<file path="src/rtl/keypad_pkg.sv">
// Shared types, key codes and helper functions for the 4x4 keypad scanner.
package keypad_pkg;

  typedef enum logic [1:0] {
    SCAN     = 2'd0,
    DEBOUNCE = 2'd1,
    PRESSED  = 2'd2,
    RELEASE  = 2'd3
  } state_t;

  // Codes for the non-digit keys; digits use their own value.
  localparam logic [3:0] KEY_A    = 4'hA;
  localparam logic [3:0] KEY_B    = 4'hB;
  localparam logic [3:0] KEY_C    = 4'hC;
  localparam logic [3:0] KEY_D    = 4'hD;
  localparam logic [3:0] KEY_STAR = 4'hE;
  localparam logic [3:0] KEY_HASH = 4'hF;

  // Row-sample value meaning "no row pulled low".
  localparam logic [3:0] ROWS_IDLE = 4'hF;

  // Physical position (row, column) to key code.
  function automatic logic [3:0] key_map(input logic [1:0] row, input logic [1:0] col);
    logic [3:0] code;
    case ({row, col})
      4'b00_00: code = 4'h1;
      4'b00_01: code = 4'h2;
      4'b00_10: code = 4'h3;
      4'b00_11: code = KEY_A;
      4'b01_00: code = 4'h4;
      4'b01_01: code = 4'h5;
      4'b01_10: code = 4'h6;
      4'b01_11: code = KEY_B;
      4'b10_00: code = 4'h7;
      4'b10_01: code = 4'h8;
      4'b10_10: code = 4'h9;
      4'b10_11: code = KEY_C;
      4'b11_00: code = KEY_STAR;
      4'b11_01: code = 4'h0;
      4'b11_10: code = KEY_HASH;
      default:  code = KEY_D;
    endcase
    return code;
  endfunction

  // Lowest-index row that is pulled low (active-low row sample).
  function automatic logic [1:0] lowest_low_row(input logic [3:0] rows);
    logic [1:0] idx;
    if (!rows[0])      idx = 2'd0;
    else if (!rows[1]) idx = 2'd1;
    else if (!rows[2]) idx = 2'd2;
    else               idx = 2'd3;
    return idx;
  endfunction

endpackage

</file>
<file path="src/rtl/keypad_sync.sv">
// Two-flop synchronizer for the asynchronous keypad row inputs; resets to all-ones (idle rows).
module keypad_sync #(
  parameter int WIDTH = 4
) (
  input  logic             clk,
  input  logic             reset,
  input  logic [WIDTH-1:0] d,
  output logic [WIDTH-1:0] q
);

  logic [WIDTH-1:0] meta_reg;
  logic [WIDTH-1:0] sync_reg;

  // First stage may go metastable; second stage gives it a full cycle to resolve.
  always_ff @(posedge clk) begin
    if (reset) begin
      meta_reg <= '1;
      sync_reg <= '1;
    end else begin
      meta_reg <= d;
      sync_reg <= meta_reg;
    end
  end

  assign q = sync_reg;

endmodule

</file>
<file path="src/rtl/keypad_scanner.sv">
// 4x4 matrix keypad scanner: column ring, settle timer, debounce FSM and the keypress/rdy handshake.
module keypad_scanner
  import keypad_pkg::*;
#(
  parameter int SCAN_DIV        = 16,
  parameter int DEBOUNCE_CYCLES = 50000
) (
  input  logic       clk,
  input  logic       reset,
  input  logic [3:0] row_n,
  output logic [3:0] col_n,
  output logic [3:0] keypress,
  output logic       rdy,
  output logic       key_held
);

  localparam int SW = $clog2(SCAN_DIV);
  localparam int DW = $clog2(DEBOUNCE_CYCLES);
  localparam logic [SW-1:0] SETTLE_LAST = SW'(SCAN_DIV - 1);
  localparam logic [DW-1:0] DEB_LAST    = DW'(DEBOUNCE_CYCLES - 1);

  logic [3:0]    rs;

  state_t        state_reg,    state_next;
  logic [1:0]    col_reg,      col_next;
  logic [SW-1:0] settle_reg,   settle_next;
  logic [DW-1:0] deb_reg,      deb_next;
  logic [3:0]    cand_reg,     cand_next;
  logic [3:0]    keypress_reg, keypress_next;
  logic          rdy_reg,      rdy_next;
  logic          held_reg,     held_next;

  keypad_sync #(.WIDTH(4)) u_sync (
    .clk   (clk),
    .reset (reset),
    .d     (row_n),
    .q     (rs)
  );

  // Exactly one column driven low: the one selected by the ring index.
  generate
    for (genvar gi = 0; gi < 4; gi++) begin : g_col
      assign col_n[gi] = (col_reg != 2'(gi));
    end
  endgenerate

  // Next-state and next-output logic for the scan/debounce/press/release sequence.
  always_comb begin
    state_next    = state_reg;
    col_next      = col_reg;
    settle_next   = settle_reg;
    deb_next      = deb_reg;
    cand_next     = cand_reg;
    keypress_next = keypress_reg;
    rdy_next      = 1'b0;
    held_next     = held_reg;

    case (state_reg)
      SCAN: begin
        if (settle_reg == SETTLE_LAST) begin
          settle_next = '0;
          if (rs == ROWS_IDLE) begin
            col_next = col_reg + 2'd1;
          end else begin
            cand_next  = rs;
            deb_next   = '0;
            state_next = DEBOUNCE;
          end
        end else begin
          settle_next = settle_reg + 1'b1;
        end
      end

      DEBOUNCE: begin
        if (rs == ROWS_IDLE) begin
          // Bounce back to idle: resume scanning on the same column.
          settle_next = '0;
          deb_next    = '0;
          state_next  = SCAN;
        end else if (rs != cand_reg) begin
          cand_next = rs;
          deb_next  = '0;
        end else if (deb_reg == DEB_LAST) begin
          deb_next   = '0;
          state_next = PRESSED;
        end else begin
          deb_next = deb_reg + 1'b1;
        end
      end

      PRESSED: begin
        // Outputs are registered, so rdy/keypress appear on the cycle after PRESSED.
        rdy_next      = 1'b1;
        keypress_next = key_map(lowest_low_row(cand_reg), col_reg);
        held_next     = 1'b1;
        deb_next      = '0;
        state_next    = RELEASE;
      end

      RELEASE: begin
        if (rs == ROWS_IDLE) begin
          if (deb_reg == DEB_LAST) begin
            held_next   = 1'b0;
            col_next    = col_reg + 2'd1;
            settle_next = '0;
            deb_next    = '0;
            state_next  = SCAN;
          end else begin
            deb_next = deb_reg + 1'b1;
          end
        end else begin
          deb_next = '0;
        end
      end

      default: begin
        state_next = SCAN;
      end
    endcase
  end

  // State and output registers; reset overrides everything, including a pending rdy.
  always_ff @(posedge clk) begin
    if (reset) begin
      state_reg    <= SCAN;
      col_reg      <= 2'd0;
      settle_reg   <= '0;
      deb_reg      <= '0;
      cand_reg     <= ROWS_IDLE;
      keypress_reg <= 4'h0;
      rdy_reg      <= 1'b0;
      held_reg     <= 1'b0;
    end else begin
      state_reg    <= state_next;
      col_reg      <= col_next;
      settle_reg   <= settle_next;
      deb_reg      <= deb_next;
      cand_reg     <= cand_next;
      keypress_reg <= keypress_next;
      rdy_reg      <= rdy_next;
      held_reg     <= held_next;
    end
  end

  assign keypress = keypress_reg;
  assign rdy      = rdy_reg;
  assign key_held = held_reg;

endmodule

</file>
<file path="config.mk">
export PLATFORM = sky130hd
export DESIGN_NAME = keypad_scanner
export DESIGN_NICKNAME = d
export VERILOG_FILES = /design/src/rtl/keypad_pkg.sv /design/src/rtl/keypad_sync.sv /design/src/rtl/keypad_scanner.sv
export SDC_FILE = /design/constraint.sdc
export NUM_CORES = 1
export LEC_CHECK = 0
export CORE_MARGIN = 3
export CORE_UTILIZATION = 25
export CTS_CLUSTER_DIAMETER = 50
export DETAILED_ROUTE_END_ITERATION = 8
export GPL_TIMING_DRIVEN = 0
export PLACE_DENSITY = 0.48
export RECOVER_POWER = 25
export SETUP_SLACK_MARGIN = 0.05
export SYNTH_ARGS = -nofsm -noshare
export SYNTH_HDL_FRONTEND = slang
export SYNTH_SLANG_ARGS = --single-unit
</file>
<file path="constraint.sdc">
create_clock -name clk -period 2.6 [get_ports clk]
set_input_delay 0.52 -clock clk [delete_from_list [all_inputs] [get_ports clk]]
set_output_delay 0.52 -clock clk [all_outputs]
set_load 0.1 [all_outputs]
</file>
======== Word level (Yosys, flattened, before mapping) ========
Memories as Yosys holds them, arrays and structs flattened. A register that Yosys moved wholly into a read port is not among the register bits.
Index checks and enable logic that the tools add are counted.
storage, ports and cells
  logic and storage cells ................. 83
  bits in read-only memories .............. 64
  output and inout bits ................... 10
  register bits ........................... 38
  memories ................................ 1
memory list
  name              depth  width  rd ports  clocked after Yosys merged registers in  wr ports  RTL line          source
  (name not given)  16     4      1         1                                        0         keypad_pkg.sv:25  case ({row, col})
operators by class
  reductions and logical operators ........ 12
  mux-type cells .......................... 38
  equality and inequality tests ........... 20
  add/sub/neg operators ................... 3
operators by type and width
  operator               number
  $mux 16                6
  $pmux 16 s4            1
  $mux 4                 8
  $mux 2                 14
  $ne 2x2->1 const B     10
  $add 16x1->16 const B  1
  $eq 16x16->1 const B   1
  $pmux 4 s3             1
  $reduce_and 5->1       2
  $eq 4x4->1 const B     2
  $pmux 2 s4             1
  $pmux 4 s2             1
  $reduce_bool 2->1      4
  $ne 3x3->1 const B     2
  $reduce_and 6->1       1
  $add 4x1->4 const B    1
  $eq 2x2->1 const B     2
  $mux 1                 4
  $ne 4x4->1             1
  $pmux 2 s2             1
  $reduce_and 4->1       1
  $reduce_and 3->1       1
  $reduce_bool 3->1      1
  $add 2x1->2 const B    1
  other kinds (5)        5

======== Depth between registers and ports, before layout ========
Gate-level depths: netlist (run 1).
  word-level depth ........................ 5
  mapped depth ............................ 8
  mapped depth without buffers ............ 7

======== Cells and area by module ========
Synthesis (run 1) repeated with hierarchy kept, for this count alone.
second synthesis, totals
  cell total of the unflattened synthesis .. 232
  area, all modules ....................... 2055.7 um2
modules (own cells, without submodules)
  module          times used  cells each  area an instance (um2)
  keypad_scanner  1           216         1845.5
  keypad_sync     1           16          210.2

======== Worst setup path before layout (run 1) ========
Ideal clock, no wire load.
  path type ............................... register to output
  start point ............................. reg col_reg[0]
  end point ............................... out col_n[0]
  slack ................................... 0.721 ns
  stages on the path, launching flop included .. 4
  arrival time ............................ 1.359 ns
  cell sequence ........................... dfxtp_1 > inv_1 > ha_1 > inv_1
on the way
  cells in the longest elaborated chain, start to end .. 1
ends and longest elaborated chain
  item                    RTL line               source
  from (decl)             keypad_scanner.sv:25   logic [1:0] col_reg, col_next;
  from (signal assigned)  keypad_scanner.sv:135  col_reg <= col_next;
  $reduce_bool 2->1       keypad_scanner.sv:43   assign col_n[gi] = (col_reg != 2'(gi));
  to (decl)               keypad_scanner.sv:11   output logic [3:0] col_n,
No other way between the ends.

======== Final worst setup path (run 1) ========
  start point ............................. reg col_reg[0]
  end point ............................... out col_n[3]
on the way
  cells in the longest elaborated chain, start to end .. 1
ends and longest elaborated chain
  item        RTL line
  $ne 2x2->1  keypad_scanner.sv:43
No other way between the ends.

==> results of run 1 <==
[final cells by class]
class,instances,area (um2),area share (%)
Timing Repair Buffer,14,136.4,5.278
Clock inverter,1,30.03,1.162
Tap cell,105,131.4,5.085
Sequential cell,42,840.8,32.54
Clock buffer,7,76.32,2.954
Multi-Input combinational cell,183,1219,47.17
Buffer,17,97.59,3.777
Inverter,14,52.55,2.034
[how the worst min path moves through the flow]
stage	to	slack [ns]	depth (start not counted)
final	u_sync.q[0]	0.41	1
after global routing	u_sync.q[3]	0.44	1
after CTS	u_sync.q[3]	0.41	1
after detailed placement	u_sync.q[3]	0.39	1
after global placement	u_sync.q[3]	0.39	1
after floorplan	u_sync.q[0]	0.39	1
[power by group]
group          internal [mW]  total [mW]  switching [mW]
registers              0.652       0.659         0.00687
logic                 0.0312      0.0760          0.0448
clock network          0.288       0.505           0.217
total                  0.971        1.24           0.269
[timing repair]
item,CTS,global route
hold buffers,0,0
hold endpoints to repair,0,0
setup endpoints to repair,4,1
buffers inserted,0,0
gates resized for setup,9,1
cloned,0,0
[logic make-up (layout without fill, tap and decap cells)]
| group | Yosys count | count (layout) | synth area share [%] |
|---|---|---|---|
| AO/OA/AOI/OAI | 70 | 70 | 20.84 |
| XOR/XNOR | 4 | 4 | 2.605 |
| adder cells (fa/ha/maj) | 8 | 8 | 4.530 |
| buffers and inverters | 31 | 53 | 6.795 |
| flip-flops | 42 | 42 | 38.05 |
| multiplexers | 5 | 5 | 2.265 |
| AND/OR/NAND/NOR | 96 | 96 | 24.91 |
[synth_stat cells, types with 3 or more instances]
library cell	number	area share [%]
ha_1	8	4.5
nand2_1	18	3.1
o21ai_0	13	2.9
a21oi_1	14	3.2
and4_1	4	1.6
or2_2	8	2.3
clkbuf_1	10	1.7
inv_1	14	2.4
o31ai_1	4	1.4
and3_1	5	1.4
a211oi_1	6	2.0
mux2i_1	5	2.3
buf_6	4	2.0
nand2b_1	3	0.85
nand3_1	7	1.6
o2bb2ai_1	3	1.2
nor2_1	14	2.4
and2_1	5	1.4
xnor2_2	3	2.2
a31oi_1	14	4.0
nand3b_1	3	1.0
dfxtp_1	42	38
nor3_1	4	0.91
nand4_1	7	2.0
or4_1	5	1.7
[cell usage in the layout, fill, tap and decap left out, drive strengths merged, types with 7 or more instances in the layout]
cell type	count
o21ai	14
ha	8
a211oi	7
clkbuf	20
a21oi	14
nand2	18
nor2	14
nand4	7
dfxtp	42
inv	14
a31oi	14
clkdlybuf4s50	7
or2	8
nand3	7
[per-layer routing]
| layer | part of all wire, % | vias up |
|---|---|---|
| met4 | 0.88 | 0 |
| met3 | 3.6 | 2 |
| met2 | 42 | 28 |
| met5 | 0 | - |
| met1 | 54 | 865 |
| li1 | - | 977 |
==> metrics.md, run 1 <==
| Metric | Value |
|---|---|
| CTS clk-pin slew, worst paths | ~0.080 ns |
| Remaining Overflow, GRT | 0 |
| Final worst setup slack | about 0.24 ns |
| Nets | ~290 |
| Maximum VDD drop | ~0.00021 V |
| H-tree depth | 2 |
| Max FFs per register | 16 |
| CTS tree | yes |
| Syn Area/Cell | 8.631 um2 |
| Layout cell share with drive strength beyond 1 | 11.15% |
| Worst-Margin Slew | just under 1 ns |
| M2 GR Usage | 15.55% |
| CP startpoint | col_reg[0] |
| Clock Latency Late Sink | between 0.2 and 0.3 ns |
| Initial Utilization | about a quarter |
| Largest net degree at the start of global routing | 13 |
| WHS | about 0.41 ns |
| P_leak | 0.9302 nW |
| Top_reg_cell synth | dfxtp_1 |
| Post-DP HPWL | between 3 and 4 mm |
| Via count | between 1,500 and 2,000 |
| Cells after Synth | ~260 |
| RSZ-0062 raised after global routing | false |
| CP Max Fanout | 10 |
| I/O Pins | 16 |
| CTS Sinks | 42 |
| Worst EP required | ~2.1 ns |
| Slowest CP cell | dlygate4sd2_1 |
| Final period utilization | between 90% and 100% |
| R2r worst-path depth | 8 |
| Final setup vio count | 0 |
| CP bufs+invs | 2 |
| Synthesis-stage register bit count | 42 |
| Gp weighted congestion | between 0.7 and 0.8 |
| Top delay family on crit path | buffers and inverters |
| Final slew viol count | 0 |
| Tot Pwr | 1.240 mW |
| Crit path time final | 2.359 ns |
| Post-Route Setup TNS | 0 ns |
| Max-cap violations | 0 |
| Fmax | 0.4239 GHz |
| Fin area | about 0.0026 mm2 |
| Die H | between 100 and 150 um |
| Worst path cell trace | ha_1 -> inv_1 -> dlygate4sd2_1 |
| Slowest cell delay on critical path | 0.85 ns |
| Die X | roughly 100 um |
| Gr usage total | 10.83% |
| Crit path depth | 3 |
| Reg2reg end | deb_reg[3] |
| Run status | complete, no violations |
| I/O Buffers | 14 |
| Synth warn | 0 |
| Worst r2r src | settle_reg[0] |
| Root Buffer | clkbuf_8 |
| Distinct cells, synth | 49 |
| Fillers | 909 |
| Full die area | between 0.01 and 0.015 mm2 |
| DRT antenna net count | 0 |
| Dpl cell area | between 0.002 and 0.0025 mm2 |
| Clock Tree Buf Depth | 2 |
| Hold Vio Cnt, Final | 0 |
| Post-synthesis async set-or-reset flop share | 0% |
| Syn_nets | 270 |
| Diode count | 0 |
| Drt via density | approximately 5 |
| Area grow syn2layout | 16.93% |
| DR iter-0 viols | between 90 and 100 |
| Drt pass-1 iters | 5 |
| Gr busiest metal | met1 |
| R2r setup slk | 0.53 ns |
| Worst path arrival time | around 1.8 ns |
| CP Class | flip-flop to primary output |
| Worst hold path class | flip-flop to flip-flop |
| Total wire length | approximately 5.0 mm |
| Initial antenna violation count | 0 |
| Total CTS buffers | 5 |
| Met1 usage | around 16% |
| Cell Rows | 33 |
| Sequential element share of the synthesized area | between 30% and 40% |
| Final core utilization | a little under a third |
| Place WS | -0.001163 ns |
| Hold wc startpoint | u_sync.meta_reg[0] |
| Vias in the first global route | between 1,500 and 2,000 |
| Non-Filler Instances | about 380 |
| Slew headroom | about a third |
| Power per cell area | ~480 mW/mm2 |
| Total core area | ~0.0084 mm2 |
| M3 GR Usage | under 10% |
| Startpoint types | flip-flop |
| Global-route wire length before repair | 8.687 mm |
| Routed WL per cell | 13.09 um |
| Synthesized area | 0.002210 mm2 |
| Count of flip-flops with a built-in enable after synthesis | 0 |
| Placed cells | ~380 |
| Worst setup path end | col_n[3] |
| Clock Skews | between 0.009 and 0.01 ns |
| Drt drc | 0 |
| Worst Setup End Kind | primary output |
No activity file was read; power rests on OpenSTA's default activity.
==> run 2: changes to the inputs <==
TNS_END_PERCENT = 1   (was not set)
==> results of run 2 <==
Same layout as run 1: the final DEF is identical, and so are final timing and power.
==> run 3: changes to the inputs <==
HOLD_SLACK_MARGIN = 0.03   (was not set)
SETUP_SLACK_MARGIN = 0.2   (was 0.05)
==> metrics.md, run 3 (synthesis results as in run 1) <==
| Metric | Value |
|---|---|
| Initial antenna violation count | 0 |
| Switching pwr | roughly 0.27 mW |
| CTS tree | yes |
| Most common cell after layout, fill and taps aside | dfxtp_1 |
| Final setup vio count | 0 |
| P_leak | about 0.94 nW |
| Crit path time final | approximately 2.3 ns |
| Drt pass-1 iters | 5 |
| Worst-Margin Slew | 0.9710 ns |
| Initial Utilization | between 20% and 30% |
| Worst path cell trace | ha_1 -> inv_1 -> clkdlybuf4s15_1 |
| Max FFs per register | 16 |
| Setup repair bufs after CTS | 0 |
| Drt drc | 0 |
| Via count | about 1,900 |
| Power per cell area | around 480 mW/mm2 |
| Clock power share | between 40 and 50% |
| Drt via density | just under 5 |
| Post-Route Setup TNS | 0 ns |
| Startpoint types | flip-flop |
| Vias in the first global route | 1,749 |
| Total CTS buffers | 5 |
| I/O Pins | 16 |
| Worst hold path class | flip-flop to flip-flop |
| Max-cap violations | 0 |
| RSZ-0062 raised after global routing | true |
| Gp weighted congestion | 0.7571 |
| Worst path arrival time | 1.81 ns |
| Total wire length | around 5.0 mm |
| Full die area | roughly 0.01 mm2 |
| Hold Vio Cnt, Final | 0 |
| Slew headroom | 35.06% |
| Seq pwr share | a little over half |
| Final core utilization | 30.84% |
| Gr usage total | a little over a tenth |
| Area grow syn2layout | 16.99% |
| Die H | between 100 and 150 um |
| Dpl cell area | 0.002481 mm2 |
| Post-DP HPWL | approximately 3.5 mm |
| WHS | slightly above 0.4 ns |
| Sw Ratio | about 22% |
| CP Max Fanout | 10 |
| CP Class | flip-flop to primary output |
| DRT antenna net count | 0 |
| Clock Skews | 0.008657 ns |
| Combinational share of power | slightly above 6% |
| Slowest CP cell | clkdlybuf4s15_1 |
| Run status | complete, no violations |
| Clock Latency Late Sink | slightly below 0.3 ns |
| Fin area | roughly 0.0026 mm2 |
| I/O Buffers | 14 |
| Commonest cells after routing, fill and taps aside | dfxtp_1, nand2_1 |
| Clock Tree Buf Depth | 2 |
| CTS Sinks | 42 |
| Root Buffer | clkbuf_8 |
| Tot Pwr | approximately 1.2 mW |
| DR iter-0 viols | 91 |
| Largest net degree at the start of global routing | 13 |
| Total core area | around 0.0084 mm2 |
| Fillers | 909 |
| Worst Setup End Kind | primary output |
| Slowest cell delay on critical path | 0.82 ns |
| Global-route wire length before repair | between 8 and 9 mm |
| Maximum VDD drop | approximately 0.00020 V |
| Die X | about 100 um |
| Diode count | 0 |
| Layout cell share with drive strength beyond 1 | roughly 11% |
| H-tree depth | 2 |
| Worst EP required | about 2.1 ns |
| Pint | between 0.9 and 1 mW |
| Routed WL per cell | 13.11 um |
| Nets | ~290 |
| Final period utilization | roughly nine tenths |
| Fmax | 0.4293 GHz |
| CTS clk-pin slew, worst paths | 0.08 ns |
| Remaining Overflow, GRT | 0 |
| Final slew viol count | 0 |
| Cell Rows | 33 |
## run 3: path summary, 6_finish.rpt
check / startpoint / endpoint / slack (ns) / cells after the start
setup reg to reg: settle_reg[0] / deb_reg[3] / 0.52 / 8
hold reg to reg: u_sync.meta_reg[0] / u_sync.q[0] / 0.41 / 1
hold / removal: u_sync.meta_reg[0] / u_sync.q[0] / 0.41 / 1
setup / recovery: col_reg[0] / col_n[3] / 0.27 / 3
## run 3: power groups by stage
stage	Combinational, mW	Sequential (mW)	Clock [mW]
2_1_floorplan	0.0540	0.673	0
3_3_place_gp	0.0781	0.674	0
3_5_place_dp	0.0778	0.675	0
4_1_cts	0.0780	0.659	0.530
5_1_grt	0.0858	0.661	0.560
6_report	0.0760	0.659	0.503
## run 3: area by class of cell
type                       instances  area [um2]  share of cell area, %
buffer                            17       97.59                  3.775
multi-input combinational        183        1219                  47.14
tap                              105       131.4                  5.082
clock buffer                       7       76.32                  2.953
sequential                        42       840.8                  32.53
timing repair buffer              14       137.6                  5.324
clock inverter                     1       30.03                  1.162
inverter                          14       52.55                  2.033
## run 3: what timing repair did
action,4_1_cts,5_1_grt
endpoints found under the setup margin,4,3
hold buffers,0,0
gates cloned,0,0
gates resized for setup,10,3
## run 3: per-layer routing
layer	track usage, %	part of all wire [%]	wire length [um]	vias to the layer above
li1	-	-	-	975
met1	16.00	52	2616	864
met2	15.55	43	2159	35
met3	2.363	4.0	200	2
met4	3.731	0.88	44	0
met5	0	0	0	-
## run 3: worst max-delay path, delay by kind of cell (launching register included)
kind / cells / cell delay, ns
buf+inv: 2 / 0.87
flops: 1 / 0.41
fa+ha+maj: 1 / 0.24
## run 3: stage by stage
stage,instances,setup WS (ns)
2_1_floorplan,256,0.7207
3_3_place_gp,375,0.04233
3_5_place_dp,375,-0.001163
4_1_cts,383,0.2083
5_1_grt,383,0.1799
6_report,383,0.2708
